==> src/rtl/lsu_mem_stage_pkg.sv <==
// Shared definitions for the LSU MEM stage: funct3 codes, write-back selects,
// FSM states, pipeline-register structs and access-size helpers.
package lsu_mem_stage_pkg;

    localparam logic [2:0] MEM_OP_B  = 3'b000;
    localparam logic [2:0] MEM_OP_H  = 3'b001;
    localparam logic [2:0] MEM_OP_W  = 3'b010;
    localparam logic [2:0] MEM_OP_BU = 3'b100;
    localparam logic [2:0] MEM_OP_HU = 3'b101;

    localparam logic [1:0] WB_SEL_PC_4 = 2'b00;
    localparam logic [1:0] WB_SEL_ALU  = 2'b01;
    localparam logic [1:0] WB_SEL_MEM  = 2'b10;

    typedef enum logic [1:0] {
        LSU_IDLE = 2'b00,
        LSU_REQ  = 2'b01,
        LSU_RESP = 2'b10
    } lsu_state_t;

    typedef struct packed {
        logic        valid;
        logic        reg_wen;
        logic [4:0]  reg_waddr;
        logic [1:0]  wb_sel;
        logic [31:0] alu_out;
        logic [31:0] mem_out;
        logic [31:0] pc_4;
        logic        misalign;
    } type_mem_wb_reg;

    typedef struct packed {
        logic [31:0] alu_out;
        logic [31:0] store_data;
        logic        ren;
        logic        wen;
        logic [2:0]  op;
        logic        reg_wen;
        logic [4:0]  reg_waddr;
        logic [1:0]  wb_sel;
        logic [31:0] pc_4;
    } type_lsu_req;

    function automatic logic is_misaligned(input logic [2:0] op, input logic [1:0] off);
        case (op)
            MEM_OP_H, MEM_OP_HU: return off[0];
            MEM_OP_W:            return off != 2'b00;
            default:             return 1'b0;
        endcase
    endfunction

    // Offending low address bits are dropped so the access stays inside one word.
    function automatic logic [1:0] eff_offset(input logic [2:0] op, input logic [1:0] off);
        case (op)
            MEM_OP_H, MEM_OP_HU: return {off[1], 1'b0};
            MEM_OP_W:            return 2'b00;
            default:             return off;
        endcase
    endfunction

    function automatic logic [3:0] store_strb(input logic [2:0] op, input logic [1:0] off);
        case (op)
            MEM_OP_B, MEM_OP_BU: return 4'b0001 << off;
            MEM_OP_H, MEM_OP_HU: return 4'b0011 << {off[1], 1'b0};
            default:             return 4'b1111;
        endcase
    endfunction

endpackage

==> src/rtl/lsu_mem_stage_load_align.sv <==
// Load formatter: picks the byte/half lane from a read word and extends it.
module lsu_load_align
    import lsu_mem_stage_pkg::*;
(
    input  logic [31:0] rdata_i,
    input  logic [1:0]  offset_i,
    input  logic [2:0]  mem_op_i,
    output logic [31:0] data_o
);

    logic [7:0]  byte_v;
    logic [15:0] half_v;

    always_comb begin
        byte_v = rdata_i[{offset_i, 3'b000} +: 8];
        half_v = offset_i[1] ? rdata_i[31:16] : rdata_i[15:0];
        case (mem_op_i)
            MEM_OP_B:  data_o = {{24{byte_v[7]}}, byte_v};
            MEM_OP_BU: data_o = {24'h000000, byte_v};
            MEM_OP_H:  data_o = {{16{half_v[15]}}, half_v};
            MEM_OP_HU: data_o = {16'h0000, half_v};
            default:   data_o = rdata_i;
        endcase
    end

endmodule

==> src/rtl/lsu_mem_stage.sv <==
// MEM stage: runs loads/stores over a valid/ready data bus and fills the MEM/WB register.
// Build option LSU_MISALIGN_TRAP_EN: misaligned accesses skip the bus and flag wb_misalign.
module lsu_mem_stage
    import lsu_mem_stage_pkg::*;
#(
    parameter int unsigned DATA_WIDTH     = 32,
    parameter int unsigned ADDR_WIDTH     = 32,
    parameter int unsigned REG_ADDR_WIDTH = 5
) (
    input  logic                      clk,
    input  logic                      rst,
    input  logic                      in_valid,
    output logic                      in_ready,
    input  logic [DATA_WIDTH-1:0]     in_alu_out,
    input  logic [DATA_WIDTH-1:0]     in_store_data,
    input  logic                      in_mem_ren,
    input  logic                      in_mem_wen,
    input  logic [2:0]                in_mem_op,
    input  logic                      in_reg_wen,
    input  logic [REG_ADDR_WIDTH-1:0] in_reg_waddr,
    input  logic [1:0]                in_reg_wb_sel,
    input  logic [DATA_WIDTH-1:0]     in_pc_4,
    output logic                      dmem_req_valid,
    input  logic                      dmem_req_ready,
    output logic                      dmem_req_wen,
    output logic [ADDR_WIDTH-1:0]     dmem_req_addr,
    output logic [DATA_WIDTH-1:0]     dmem_req_wdata,
    output logic [3:0]                dmem_req_wstrb,
    input  logic                      dmem_resp_valid,
    input  logic [DATA_WIDTH-1:0]     dmem_resp_rdata,
    output logic                      wb_valid,
    output logic                      wb_reg_wen,
    output logic [REG_ADDR_WIDTH-1:0] wb_reg_waddr,
    output logic [1:0]                wb_reg_wb_sel,
    output logic [DATA_WIDTH-1:0]     wb_alu_out,
    output logic [DATA_WIDTH-1:0]     wb_mem_out,
`ifdef LSU_MISALIGN_TRAP_EN
    output logic                      wb_misalign,
`endif
    output logic [DATA_WIDTH-1:0]     wb_pc_4
);

    lsu_state_t     state_q, state_d;
    type_lsu_req    req_q, req_d;
    type_mem_wb_reg wb_q, wb_d;

    logic [1:0]  req_off;
    logic [31:0] load_data;
    logic        in_is_mem;
    logic        in_trap;

    assign req_off = eff_offset(req_q.op, req_q.alu_out[1:0]);

    lsu_load_align u_load_align (
        .rdata_i  (dmem_resp_rdata),
        .offset_i (req_off),
        .mem_op_i (req_q.op),
        .data_o   (load_data)
    );

    assign in_ready  = (state_q == LSU_IDLE);
    assign in_is_mem = in_mem_ren | in_mem_wen;

`ifdef LSU_MISALIGN_TRAP_EN
    assign in_trap = in_is_mem & is_misaligned(in_mem_op, in_alu_out[1:0]);
`else
    assign in_trap = 1'b0;
`endif

    always_comb begin
        state_d        = state_q;
        req_d          = req_q;
        wb_d           = wb_q;
        wb_d.valid     = 1'b0;
        wb_d.reg_wen   = 1'b0;
        wb_d.misalign  = 1'b0;
        case (state_q)
            LSU_IDLE: begin
                if (in_valid) begin
                    if (in_is_mem && !in_trap) begin
                        req_d.alu_out    = in_alu_out;
                        req_d.store_data = in_store_data;
                        req_d.ren        = in_mem_ren;
                        req_d.wen        = in_mem_wen;
                        req_d.op         = in_mem_op;
                        req_d.reg_wen    = in_reg_wen;
                        req_d.reg_waddr  = in_reg_waddr;
                        req_d.wb_sel     = in_reg_wb_sel;
                        req_d.pc_4       = in_pc_4;
                        state_d          = LSU_REQ;
                    end else begin
                        // Pass-through and trapped accesses retire straight from IDLE.
                        wb_d.valid     = 1'b1;
                        wb_d.reg_wen   = in_reg_wen & ~in_trap;
                        wb_d.reg_waddr = in_reg_waddr;
                        wb_d.wb_sel    = in_reg_wb_sel;
                        wb_d.alu_out   = in_alu_out;
                        wb_d.mem_out   = '0;
                        wb_d.pc_4      = in_pc_4;
                        wb_d.misalign  = in_trap;
                    end
                end
            end
            LSU_REQ: begin
                if (dmem_req_ready) begin
                    state_d = LSU_RESP;
                end
            end
            LSU_RESP: begin
                if (dmem_resp_valid) begin
                    wb_d.valid     = 1'b1;
                    wb_d.reg_wen   = req_q.reg_wen;
                    wb_d.reg_waddr = req_q.reg_waddr;
                    wb_d.wb_sel    = req_q.wb_sel;
                    wb_d.alu_out   = req_q.alu_out;
                    wb_d.mem_out   = req_q.ren ? load_data : '0;
                    wb_d.pc_4      = req_q.pc_4;
                    state_d        = LSU_IDLE;
                end
            end
            default: state_d = LSU_IDLE;
        endcase
    end

    always_ff @(posedge clk or posedge rst) begin
        if (rst) begin
            state_q <= LSU_IDLE;
            req_q   <= '0;
            wb_q    <= '0;
        end else begin
            state_q <= state_d;
            req_q   <= req_d;
            wb_q    <= wb_d;
        end
    end

    always_comb begin
        dmem_req_wdata = '0;
        dmem_req_wstrb = 4'b0000;
        if (req_q.wen) begin
            dmem_req_wstrb = store_strb(req_q.op, req_off);
            case (req_q.op)
                MEM_OP_B, MEM_OP_BU: dmem_req_wdata = {4{req_q.store_data[7:0]}};
                MEM_OP_H, MEM_OP_HU: dmem_req_wdata = {2{req_q.store_data[15:0]}};
                default:             dmem_req_wdata = req_q.store_data;
            endcase
        end
    end

    assign dmem_req_valid = (state_q == LSU_REQ);
    assign dmem_req_wen   = req_q.wen;
    assign dmem_req_addr  = {req_q.alu_out[ADDR_WIDTH-1:2], 2'b00};

    assign wb_valid      = wb_q.valid;
    assign wb_reg_wen    = wb_q.valid & wb_q.reg_wen & ~wb_q.misalign;
    assign wb_reg_waddr  = wb_q.reg_waddr;
    assign wb_reg_wb_sel = wb_q.wb_sel;
    assign wb_alu_out    = wb_q.alu_out;
    assign wb_mem_out    = wb_q.mem_out;
    assign wb_pc_4       = wb_q.pc_4;
`ifdef LSU_MISALIGN_TRAP_EN
    assign wb_misalign   = wb_q.misalign;
`endif

endmodule

==> config.mk <==
export PLATFORM = sky130hd
export DESIGN_NAME = lsu_mem_stage
export DESIGN_NICKNAME = d
export VERILOG_FILES = /design/src/rtl/lsu_mem_stage_pkg.sv /design/src/rtl/lsu_mem_stage_load_align.sv /design/src/rtl/lsu_mem_stage.sv
export SDC_FILE = /design/constraint.sdc
export NUM_CORES = 1
export LEC_CHECK = 0
export ABC_AREA = 1
export CORE_AREA = 2 2 157 159
export DETAILED_ROUTE_END_ITERATION = 16
export DIE_AREA = 0 0 159 161
export PLACE_DENSITY_LB_ADDON = 0.15
export SLEW_MARGIN = 20
export SYNTH_ARGS = -nofsm -noshare
export SYNTH_HDL_FRONTEND = slang
export SYNTH_SLANG_ARGS = --single-unit
==> constraint.sdc <==
create_clock -name clk -period 9.7 [get_ports clk]
set_input_delay 1.455 -clock clk [delete_from_list [all_inputs] [get_ports clk]]
set_output_delay 1.455 -clock clk [all_outputs]
set_load 0.005 [all_outputs]
* Yosys cells after proc, flatten, opt, wreduce, memory -nomap -nowiden
Index checks and enable logic that the tools add are counted.
** Operators by class
- Equal/unequal tests :: 11
- Shift-type cells :: 3
- Mux-type cells :: 18
- Bitwise gates (word level) :: 4
- Reduce and logical (&&, ||, !) cells :: 8
** Operators by type and width (number)
- $mux 106 :: 2
- $pmux 105 s2 :: 1
- $pmux 32 s4 :: 1
- $mux 105 :: 1
- $mux 32 :: 2
- $pmux 32 s2 :: 1
- $shiftx 32x6->8 :: 1
- $mux 16 :: 1
- $mux 2 :: 4
- $pmux 4 s2 :: 1
- $reduce_and 4->1 :: 2
- $eq 3x3->1 const B :: 2
- $ne 2x2->1 const B :: 3
- $pmux 2 s3 :: 1
- $mux 4 :: 1
- $ne 2x1->1 const B :: 2
- $pmux 2 s2 :: 1
- $reduce_or 2->1 :: 2
- $shl 1x2->4 const A :: 1
- $shl 2x2->4 const A :: 1
- $eq 3x1->1 const B :: 1
- $eq 3x2->1 const B :: 1
- $logic_not 3->1 :: 1
- $reduce_and 3->1 :: 1
- other kinds (8) :: 9
** Word-level totals
- Register bits :: 217
- Input bits :: 146
- Output and inout port bits :: 176

* Logic depth before layout (Yosys ltp)
Gate-level depths: netlist (run 1).
- Depth after elaboration :: 8
- Gate-level depth with buffers :: 11

* Cells and area by module
Synthesis (run 1) repeated with hierarchy kept, for this count alone.
** Unflattened totals
- Cell total of the unflattened synthesis :: 1665
- Area total of the unflattened synthesis :: 12106.6 µm²
** By module, submodules not included
- lsu_mem_stage :: times used 1, cells each 1506, area an instance 11294.6 µm², seq. area each 5405.2 µm²
- lsu_load_align :: times used 1, cells each 159, area an instance 812.0 µm², seq. area each 0.0 µm²

* Least setup slack after synthesis (run 1)
OpenSTA, ideal clock, no wires.
- Path type :: register to output
- Start point :: reg req_q[41] (netlist name)
- End point :: out dmem_req_wstrb[1]
- Data arrival time :: 1141 ps
- Required time :: 8245 ps
- Path slack :: 7104 ps
- Cell stages (with the launch flop) :: 6
- Buffers on the path :: 2
- Path through :: dfrtp_1 clkbuf_1 buf_2 a211oi_1 o21ai_0 inv_1
** Between the ends
- Word-level cells in the longest chain between the ends :: 6
- Elaborated cells on any way between the ends :: 12
- Classes of those cells :: eq/ne: 4; shift: 2; mux: 3; reduce/logical: 3
** Ends and longest elaborated chain
- start, declared :: line lsu_mem_stage.sv:44 : type_lsu_req req_q, req_d;
- start signal, assigned :: line lsu_mem_stage.sv:132 : req_q <= req_d;
- $eq 3x1->1 / $eq 3x3->1 (equally long branches) :: line lsu_mem_stage_pkg.sv:54, lsu_mem_stage_pkg.sv:62
- $reduce_or 2->1 :: line lsu_mem_stage_pkg.sv:54, lsu_mem_stage_pkg.sv:62
- $pmux 2 s2 :: line lsu_mem_stage_pkg.sv:54 : case (op)
- $shl 2x2->4 / $shl 1x2->4 (equally long branches) :: line lsu_mem_stage_pkg.sv:64, lsu_mem_stage_pkg.sv:63
- $pmux 4 s2 * :: line lsu_mem_stage_pkg.sv:62 : case (op)
- $mux 4 * :: line lsu_mem_stage.sv:140 : if (req_q.wen) begin
- end, declared :: line lsu_mem_stage.sv:28 : output logic [3:0] dmem_req_wstrb,
Every way passes the cells marked *; elsewhere a longest branch is shown, timed or not.

* Final worst setup path (run 1)
- Start point :: reg req_q[41] (netlist name)
- End point :: out dmem_req_wdata[11]
** Between the ends
- Word-level cells in the longest chain between the ends :: 4
- Elaborated cells on any way between the ends :: 8
- Classes of those cells :: eq/ne: 3; mux: 2; reduce/logical: 3
** Ends and longest elaborated chain
- $eq 3x1->1 (tied with other cells) :: line lsu_mem_stage.sv:142 : case (req_q.op)
- $reduce_or 2->1 :: line lsu_mem_stage.sv:142
- $pmux 32 s2 * :: line lsu_mem_stage.sv:142
- $mux 32 * :: line lsu_mem_stage.sv:140
- end, declared :: line lsu_mem_stage.sv:27 : output logic [DATA_WIDTH-1:0] dmem_req_wdata,
Marked as above.

==> results of run 1 <==
-- state kept, by name, summed over array words and instances (netlist names) --
register,flops
state_q,2
wb_reg_waddr,5
wb_alu_out,32
wb_mem_out,32
dmem_req_wen,1
wb_pc_4,32
req_q,78
wb_reg_wb_sel,2
dmem_req_addr,30
wb_valid,1
wb_q,1
-- Yosys cell counts --
cell and n:
nand4_2 1, o32ai_1 1, buf_4 136, buf_1 3, o221ai_1 6, mux2_2 24
a21oi_1 45, o21ai_0 95, buf_6 6, o211ai_1 74, a211oi_1 2, nand3_2 1
dfrtp_1 216, nor2_4 1, inv_2 5, o22ai_1 12, conb_1 1, nand2_1 340
nor2_2 1, o21ai_1 8, nor2_1 64, o211ai_2 1, o2111ai_1 3, clkbuf_1 38
nand2_2 3, inv_1 121, nor3_1 2, buf_2 16, nand2_4 3, nand3_1 10
-- how the worst max path moves through the flow --
stage | start | end | slack, ps | depth (start not counted)
after global routing | req_q[41]$_DFFE_PP0P_ | dmem_req_wdata[9] | 5270 | 6
final | req_q[41]$_DFFE_PP0P_ | dmem_req_wdata[11] | 5420 | 6
after CTS | req_q[41]$_DFFE_PP0P_ | dmem_req_wdata[11] | 5420 | 6
after detailed placement | dmem_resp_valid | wb_mem_out[7]$_DFFE_PP0P_ | 5320 | 8
after global placement | dmem_resp_valid | wb_mem_out[7]$_DFFE_PP0P_ | 5370 | 8
after floorplan | rst | dmem_req_addr[10]$_DFFE_PP0P_ | 2340 | 1
-- power by group through the flow --
stage	sequential, mW	combinational [mW]	clock, mW
2_1_floorplan	1.51	1.16	0
3_3_place_gp	1.60	1.69	0
3_5_place_dp	1.61	1.71	0
4_1_cts	1.60	1.72	0.990
5_1_grt	1.66	1.86	1.03
6_report	1.60	1.70	0.967
-- metrics by stage --
stage | hold slack, ps | power [mW] | cells | utilization | area (um2)
2_1_floorplan | 450 | 2.67 | 1240 | - | 10600
3_5_place_dp | 464 | 3.32 | 1690 | 0.542 | 13000
3_3_place_gp | 464 | 3.28 | 1690 | 0.542 | 13000
5_1_grt | 503 | 4.55 | 1734 | 0.578 | 13800
6_report | 478 | 4.26 | 1735 | 0.578 | 13900
4_1_cts | 480 | 4.31 | 1734 | 0.578 | 13800
-- worst max-delay path, stage by stage (launching register included) --
cell	delay (ps)
dfrtp_1	350
buf_4	400
nor2_1	80
inv_1	440
o21ai_0	280
a21oi_1	210
clkdlybuf4s50_1	550
-- logic make-up after synthesis --
kind of cell,synth area share
muxes,0.0254
other,0.000353
AOI/OAI and AO/OA,0.140
DFF,0.508
and+or+nand+nor,0.157
buffers and inverters,0.169
-- per-layer routing --
layer | share of wire | wire, um | global-route usage | up-vias
li1 | - | - | - | 4134
met1 | 0.43 | 12500 | 0.300 | 4123
met2 | 0.48 | 13700 | 0.354 | 270
met3 | 0.060 | 1730 | 0.0449 | 53
met4 | 0.029 | 844 | 0.0690 | 0
met5 | 0 | 0 | 0 | -
-- layout make-up --
class / instances / area share
flip-flops and latches: 216 / 0.390
diodes: 1 / 0.000181
inverters: 126 / 0.0348
well taps: 324 / 0.0293
clock inverters: 9 / 0.00867
multi-input cells: 699 / 0.249
repair buffers: 325 / 0.235
clock buffers: 35 / 0.0529
==> metrics.yaml, run 1 <==
die_area_um2: 25600
overflow: 0
worstSetupPathType: "register to output port"
grt_max_degree: 196
synth_cell_types: 30
critPathLaunchType: "register"
sw_frac_of_total: 0.334
min_path_type: "register to register"
core-area_um2: 24000
post-route-min-period_ps: 4280
layout_setup_ws_ps: 5420
clockBufferDepth: 3
setup_tns_ps: 0
p_sw_mw: 1.42
cellLeakagePower_nw: 6.42
grt_pass1_wl_um: 45400
drt-initial-drc-count: 660
io_pins: 322
detail-route-antenna-nets: 0
ir_drop_mv: 0.192
finalClockSkew_ps: 6.87
clockRootBuffer: "clkbuf_16"
arrival_ps: 2830
dp_worst_setup_slack_ps: 5320
antenna_found_initial: 0
drv_slew: 0
start_util: 0.444
hold_depth: 2
clock.fmax_ghz: 0.234
vias: 8580
r2r-end: "wb_mem_out[7]$_DFFE_PP0P_"
htreeDepth: 1
wl_per_cell_um: 16.6
syn_area_per_cell_um2: 8.58
ys_seq_area_frac: 0.508
ys_ff_latch: 216
cts_setup_buffers: 0
hold_viol: 0
drt-vias-per-instance: 4.95
cts_inserted_buffers: 24
syn-cell-area_um2: 10600
grt_pass1_vias: 8260
drc_errors: 0
synth_largest_area_cell: "dfrtp_1"
p_clk_frac: 0.227
final_cell_mix: "nand2_1 (339), clkdlybuf4s50_1 (319), dfrtp_1 (216)"
ctsHoldBuffers: 0
clk-insertion-delay-late_ps: 510
synthTopCellsByArea: "dfrtp_1 (51%), nand2_1 (12%), buf_4 (9.6%)"
first_pass_iters: 5
n_fill_cell: 2151
end_kind: "output port"
path_clk_slew_ps: 60
grt_setup_unrepaired: "false"
path_max_fanout: 39
crit_required_ps: 8250
reg2reg_from: "state_q[0]$_DFFE_PP0P_"
worst_pin_slew_ps: 983
finalSetupViolCount: 0
cts_resized: 0
placementRows: 57
dp_hpwl_um: 19000
intPower_mw: 2.84
status: "finished, final reports clean"
gp_congestion: 0.815
die_h_um: 161
cts_num_sinks: 216
pwr-share-seq: 0.376
wirelength_um: 28700
ff2ff_setup_slack_ps: 7110
hp-start: "wb_mem_out[18]$_DFFE_PP0P_"
syn_to_final_growth_pct: 30.3
finalCritPeriodShare: 0.441
cts_tree: "done"
pwr_density_cell_nw_per_um2: 308
mostFrequentLayoutCell: "nand2_1"
die_width_um: 159
ys_warn_count: 0
drive_gt1_frac: 0.0631
seqCellArea_um2: 5410
synth_top_area_share: 0.508
grt_usage: 0.219
fin_nets: 1538
io_buffer_count: 319
multi_input_area_um2: 3450
postSynthCellCount: 1239
r2r_cells: 8
min_to: "wb_mem_out[18]$_DFFE_PP0P_"
max-cap-violations: 0
power_frac_comb: 0.398
relSlewSlack: 0.345
No activity file was read; power rests on OpenSTA's default activity.
==> run 2, diff against run 1 <==
clock period = 4.3 ns   (was 9.7 ns; I/O delays follow)
==> run 2 against run 1 <==
Net effect:
- sequential share of layout area up 0.20 points
- register-to-register slack lost 5400 ps
- combinational power grew 130%
- worst setup slack worse by 4500 ps
- cell count barely moved
- clock power increased by 100%
- global-route usage shrank 0.096 points
- wire length shrank 0.79%
- die area stayed put
- core utilization decreased by 0.29 points
- critical path depth is the same
==> metrics.yaml, run 2 (synthesis gave the netlist of run 1 again) <==
status: "finished, final reports clean"  # unchanged
wirelength_um: 28500  # was 28700 um
min_path_type: "register to register"  # unchanged
worst_pin_slew_ps: 912  # was 983 ps
io_buffer_count: 319  # unchanged
detail-route-antenna-nets: 0  # unchanged
vias: 8602  # was 8580
largest_register_ffs: 78  # unchanged
pwr_density_cell_nw_per_um2: 680  # was 308 nW/um2
clockRootBuffer: "clkbuf_16"  # unchanged
num_antenna_cells: 0  # was 1
seqCellArea_um2: 5410  # unchanged
path_clk_slew_ps: 60  # about the same
grt_usage: 0.218  # was 0.219
end_kind: "output port"  # unchanged
wl_per_cell_um: 16.4  # was 16.6 um
placementRows: 57  # unchanged
finalCritPeriodShare: 0.797
drt-vias-per-instance: 4.96  # was 4.95
die_h_um: 161  # unchanged
finalSetupViolCount: 0  # unchanged
dp_hpwl_um: 19200  # was 19000 um
htreeDepth: 1  # unchanged
ctsHoldBuffers: 0  # unchanged
grt_setup_unrepaired: "false"  # unchanged
clk-insertion-delay-late_ps: 520  # was 510 ps
n_fill_cell: 2169  # was 2151
cts_num_sinks: 216  # unchanged
drive_gt1_frac: 0.0602  # was 0.0631
arrival_ps: 2780  # was 2830 ps
cellLeakagePower_nw: 6.37  # was 6.42 nW
cts_setup_buffers: 0  # unchanged
worstSetupPathType: "register to output port"  # unchanged
overflow: 0  # unchanged
grt_max_degree: 144  # was 196
grt_pass1_wl_um: 45500  # was 45400 um
clockBufferDepth: 3  # unchanged
layout.cells.non_filler: 1736  # was 1735
path_max_fanout: 39  # unchanged
drc_errors: 0  # unchanged
final_cell_mix: "nand2_1 (339), clkdlybuf4s50_1 (319), dfrtp_1 (216)"  # unchanged
die_area_um2: 25600  # unchanged
max-cap-violations: 0  # unchanged
mostFrequentLayoutCell: "nand2_1"  # unchanged
hold_viol: 0  # unchanged
finalClockSkew_ps: 12.2  # was 6.87 ps
die_width_um: 159  # unchanged
core-area_um2: 24000  # unchanged
cts_inserted_buffers: 25  # was 24
first_pass_iters: 5  # unchanged
drv_slew: 0  # unchanged
post-route-min-period_ps: 3430
relSlewSlack: 0.392  # was 0.345
place_inst: 1695  # was 1690
io_pins: 322  # unchanged
cts_tree: "done"  # unchanged
drt-initial-drc-count: 516  # was 660
start_util: 0.444  # unchanged
clock.fmax_ghz: 0.292
syn_to_final_growth_pct: 29.6  # was 30.3%
ir_drop_mv: 0.307  # was 0.192 mV
setup_tns_ps: 0  # unchanged
antenna_found_initial: 0  # unchanged
grt_pass1_vias: 8347  # was 8260
cts_resized: 0  # unchanged
crit_required_ps: 3650  # was 8250 ps
largest-register: "req_q"  # unchanged
fin_nets: 1544  # was 1538
gp_congestion: 0.843  # was 0.815
multi_input_area_um2: 3450  # unchanged
critPathLaunchType: "register"  # unchanged
run 2: layout make-up:
cell class,count,area share
well taps,324,0.0294
multi-input cells,699,0.251
flip-flops and latches,216,0.392
clock buffers,37,0.0508
clock inverters,4,0.00191
repair buffers,330,0.240
inverters,126,0.0347
run 2: critical path, stage by stage (launching register included):
cell,delay [ps]
dfrtp_1,360
buf_4,390
nor2_1,70
inv_1,440
o21ai_0,230
a21oi_1,210
clkdlybuf4s50_1,540
run 2: worst paths after layout:
path	slack, ps	depth (start not counted)	to	startpoint
min	480	2	wb_mem_out[23]$_DFFE_PP0P_	wb_mem_out[23]$_DFFE_PP0P_
max reg2reg	1760	8	wb_mem_out[7]$_DFFE_PP0P_	state_q[0]$_DFFE_PP0P_
max	870	6	dmem_req_wdata[11]	req_q[41]$_DFFE_PP0P_
min in group asynchronous	580	2	dmem_req_addr[29]$_DFFE_PP0P_	rst
min reg2reg	480	2	wb_mem_out[23]$_DFFE_PP0P_	wb_mem_out[23]$_DFFE_PP0P_
max in group asynchronous	2870	3	wb_alu_out[0]$_DFFE_PP0P_	rst
run 2: where the power goes:
part           internal (mW)  switching (mW)
Combinational           2.09            1.75
Sequential              2.96           0.634
Clock                   1.12           0.815
run 2: stage by stage:
stage / cell area, um2 / total power [mW] / hold WS (ps) / utilization / setup slack (ps)
4_1_cts: 13800 / 9.47 / 481 / 0.575 / 870
2_1_floorplan: 10600 / 6.03 / 450 / - / 843
3_5_place_dp: 13100 / 7.49 / 465 / 0.545 / 749
6_report: 13800 / 9.37 / 478 / 0.575 / 874
5_1_grt: 13800 / 10.0 / 503 / 0.575 / 634
3_3_place_gp: 13100 / 7.42 / 464 / 0.545 / 763
run 2: layer usage:
layer | up-vias | part of all wire | global-route usage
li1 | 4170 | - | -
met1 | 4082 | 0.44 | 0.303
met2 | 303 | 0.47 | 0.352
met3 | 47 | 0.065 | 0.0444
met4 | 0 | 0.025 | 0.0583
met5 | - | 0 | 0
==> run 3, diff against run 2 <==
clock period = 3.2 ns   (was 4.3 ns; I/O delays follow)
==> run 3 against run 2 <==
Net effect:
- cell count grew 0.17%
- register-to-register slack got worse by 510 ps
- sequential share of layout area is 0.22 points lower
- power grew 36%
- first-iteration DRC count up 17%
- clock power grew 40%
==> metrics.yaml, run 3 (synthesis gave the netlist of run 1 again) <==
hold_ws_ps: 476  # was 478 ps
critPathLaunchType: "register"  # unchanged
drt-vias-per-instance: 4.92  # was 4.96
die_area_um2: 25600  # unchanged
cts_resized: 0  # unchanged
clockBufferDepth: 3  # unchanged
gp_congestion: 0.860  # was 0.843
largest_register_ffs: 78  # unchanged
mostFrequentLayoutCell: "nand2_1"  # unchanged
vias: 8555  # was 8602
grt_setup_unrepaired: "false"  # unchanged
finalClockSkew_ps: 16.4  # was 12.2 ps
worst_pin_slew_ps: 924  # was 912 ps
place_inst: 1699  # was 1695
drt-initial-drc-count: 605  # was 516
layout.cells.non_filler: 1739  # was 1736
end_kind: "output port"  # unchanged
worstSetupPathType: "register to output port"  # unchanged
min_path_type: "register to register"  # unchanged
ir_drop_mv: 0.523  # was 0.307 mV
arrival_ps: 2400  # was 2780 ps
htreeDepth: 1  # unchanged
grt_pass1_wl_um: 45400  # was 45500 um
dr_wl_met2_um: 13200  # was 13500 um
top_layer: "met5"  # was met4
clock.fmax_ghz: 0.348
finalCritPeriodShare: 0.899
num_antenna_cells: 0  # unchanged
syn_to_final_growth_pct: 30.4  # was 29.6%
final_cell_mix: "nand2_1 (340), clkdlybuf4s50_1 (319), dfrtp_1 (216)"  # was nand2_1 (339), clkdlybuf4s50_1 (319), dfrtp_1 (216)
crit_required_ps: 2720  # was 3650 ps
crit_slowest_cell: "clkdlybuf4s50_1"  # unchanged
clockRootBuffer: "clkbuf_16"  # unchanged
cts_num_sinks: 216  # unchanged
overflow: 0  # unchanged
first_pass_iters: 5  # unchanged
fin_nets: 1547  # was 1544
die_width_um: 159  # unchanged
grt_pass1_vias: 8398  # was 8347
path_max_fanout: 17  # was 39
cts_setup_buffers: 0  # unchanged
dp_hpwl_um: 19200  # about the same
clk-insertion-delay-late_ps: 510  # was 520 ps
core-area_um2: 24000  # unchanged
met1Wirelength_um: 12400  # about the same
finalSetupViolCount: 0  # unchanged
path_cells: "nor2_1 > inv_1 > o22ai_1 > a211oi_1 > clkdlybuf4s50_1"  # was buf_4 > nor2_1 > inv_1 > o21ai_0 > a21oi_1 > clkdlybuf4s50_1
path_clk_slew_ps: 60  # about the same
post-route-min-period_ps: 2880
grt_max_degree: 138  # was 144
cts_inserted_buffers: 24  # was 25
pwr_density_cell_nw_per_um2: 917  # was 680 nW/um2
wirelength_um: 28300  # was 28500 um
io_pins: 322  # unchanged
drc_errors: 0  # unchanged
io_buffer_count: 319  # unchanged
wl_per_cell_um: 16.2  # was 16.4 um
grt_usage: 0.217  # was 0.218
detail-route-antenna-nets: 0  # unchanged
cts_tree: "done"  # unchanged
die_h_um: 161  # unchanged
drive_gt1_frac: 0.0657  # was 0.0602
hold_viol: 0  # unchanged
antenna_found_initial: 2  # was 0
max_stage_delay_ps: 560  # was 540 ps
placementRows: 57  # unchanged
start_util: 0.444  # unchanged
max-cap-violations: 0  # unchanged
largest-register: "req_q"  # unchanged
relSlewSlack: 0.384  # was 0.392
ctsHoldBuffers: 0  # unchanged
crit_buf_inv: 2  # was 3
cellLeakagePower_nw: 6.42  # was 6.37 nW
path_delay_family: "buffers and inverters"  # unchanged
wl_met3_um: 1940  # was 1860 um
drv_slew: 0  # unchanged
status: "finished, final reports clean"  # unchanged
==> run 3: cell types whose count changed in the layout (fill, tap and decap cells not counted), sizes merged <==
cell	change
buf	+4
bufinv	+1
clkbuf	-3
clkinv	+2
inv	-1
==> run 3: tightest hold or removal path: cells and delay by family, from the launching register on <==
kind | cells | cell delay (ps)
flops | 1 | 340
simple gates | 2 | 110
==> run 3: worst paths after layout <==
| check | from | endpoint | slack (ps) | cells after the start |
|---|---|---|---|---|
| min reg2reg | wb_mem_out[23]$_DFFE_PP0P_ | wb_mem_out[23]$_DFFE_PP0P_ | 480 | 2 |
| min in group asynchronous | rst | wb_reg_wb_sel[0]$_DFFE_PP0P_ | 530 | 3 |
| max in group asynchronous | rst | wb_mem_out[8]$_DFFE_PP0P_ | 2210 | 3 |
| max reg2reg | req_q[41]$_DFFE_PP0P_ | wb_mem_out[20]$_DFFE_PP0P_ | 1250 | 10 |
| min | wb_mem_out[23]$_DFFE_PP0P_ | wb_mem_out[23]$_DFFE_PP0P_ | 480 | 2 |
| max | req_q[40]$_DFFE_PP0P_ | dmem_req_wdata[15] | 320 | 5 |
==> run 3: final cells by class <==
class	instances	area [um2]
Clock buffer	34	719
Inverter	126	478
Timing Repair Buffer	334	3340
Sequential cell	216	5410
Clock inverter	6	57.6
Tap cell	324	405
Fill cell	2219	10100
Multi-Input combinational cell	699	3450
==> run 3: report_power, final <==
group,internal [mW],leakage (nW),switching [mW]
Combinational,2.84,3.34,2.35
Sequential,3.98,2.70,0.828
Clock,1.63,0.385,1.08
Total,8.45,6.42,4.25
==> run 3: per-layer routing <==
| layer | track usage | vias up |
|---|---|---|
| li1 | - | 4167 |
| met1 | 0.300 | 4042 |
| met2 | 0.351 | 293 |
| met3 | 0.0467 | 51 |
| met4 | 0.0603 | 2 |
| met5 | 0 | - |
==> run 3: metrics by stage <==
stage	total power [mW]	setup TNS (ps)	utilization	worst slack (ps)	cell area (um2)
finish	12.7	0	0.578	324	13900
global route	13.6	0	0.578	173	13900
CTS	12.8	0	0.578	264	13900
detailed placement	10.1	0	0.546	822	13100
global placement	9.97	0	0.546	885	13100
floorplan	8.10	-19900	-	-92.1	10600
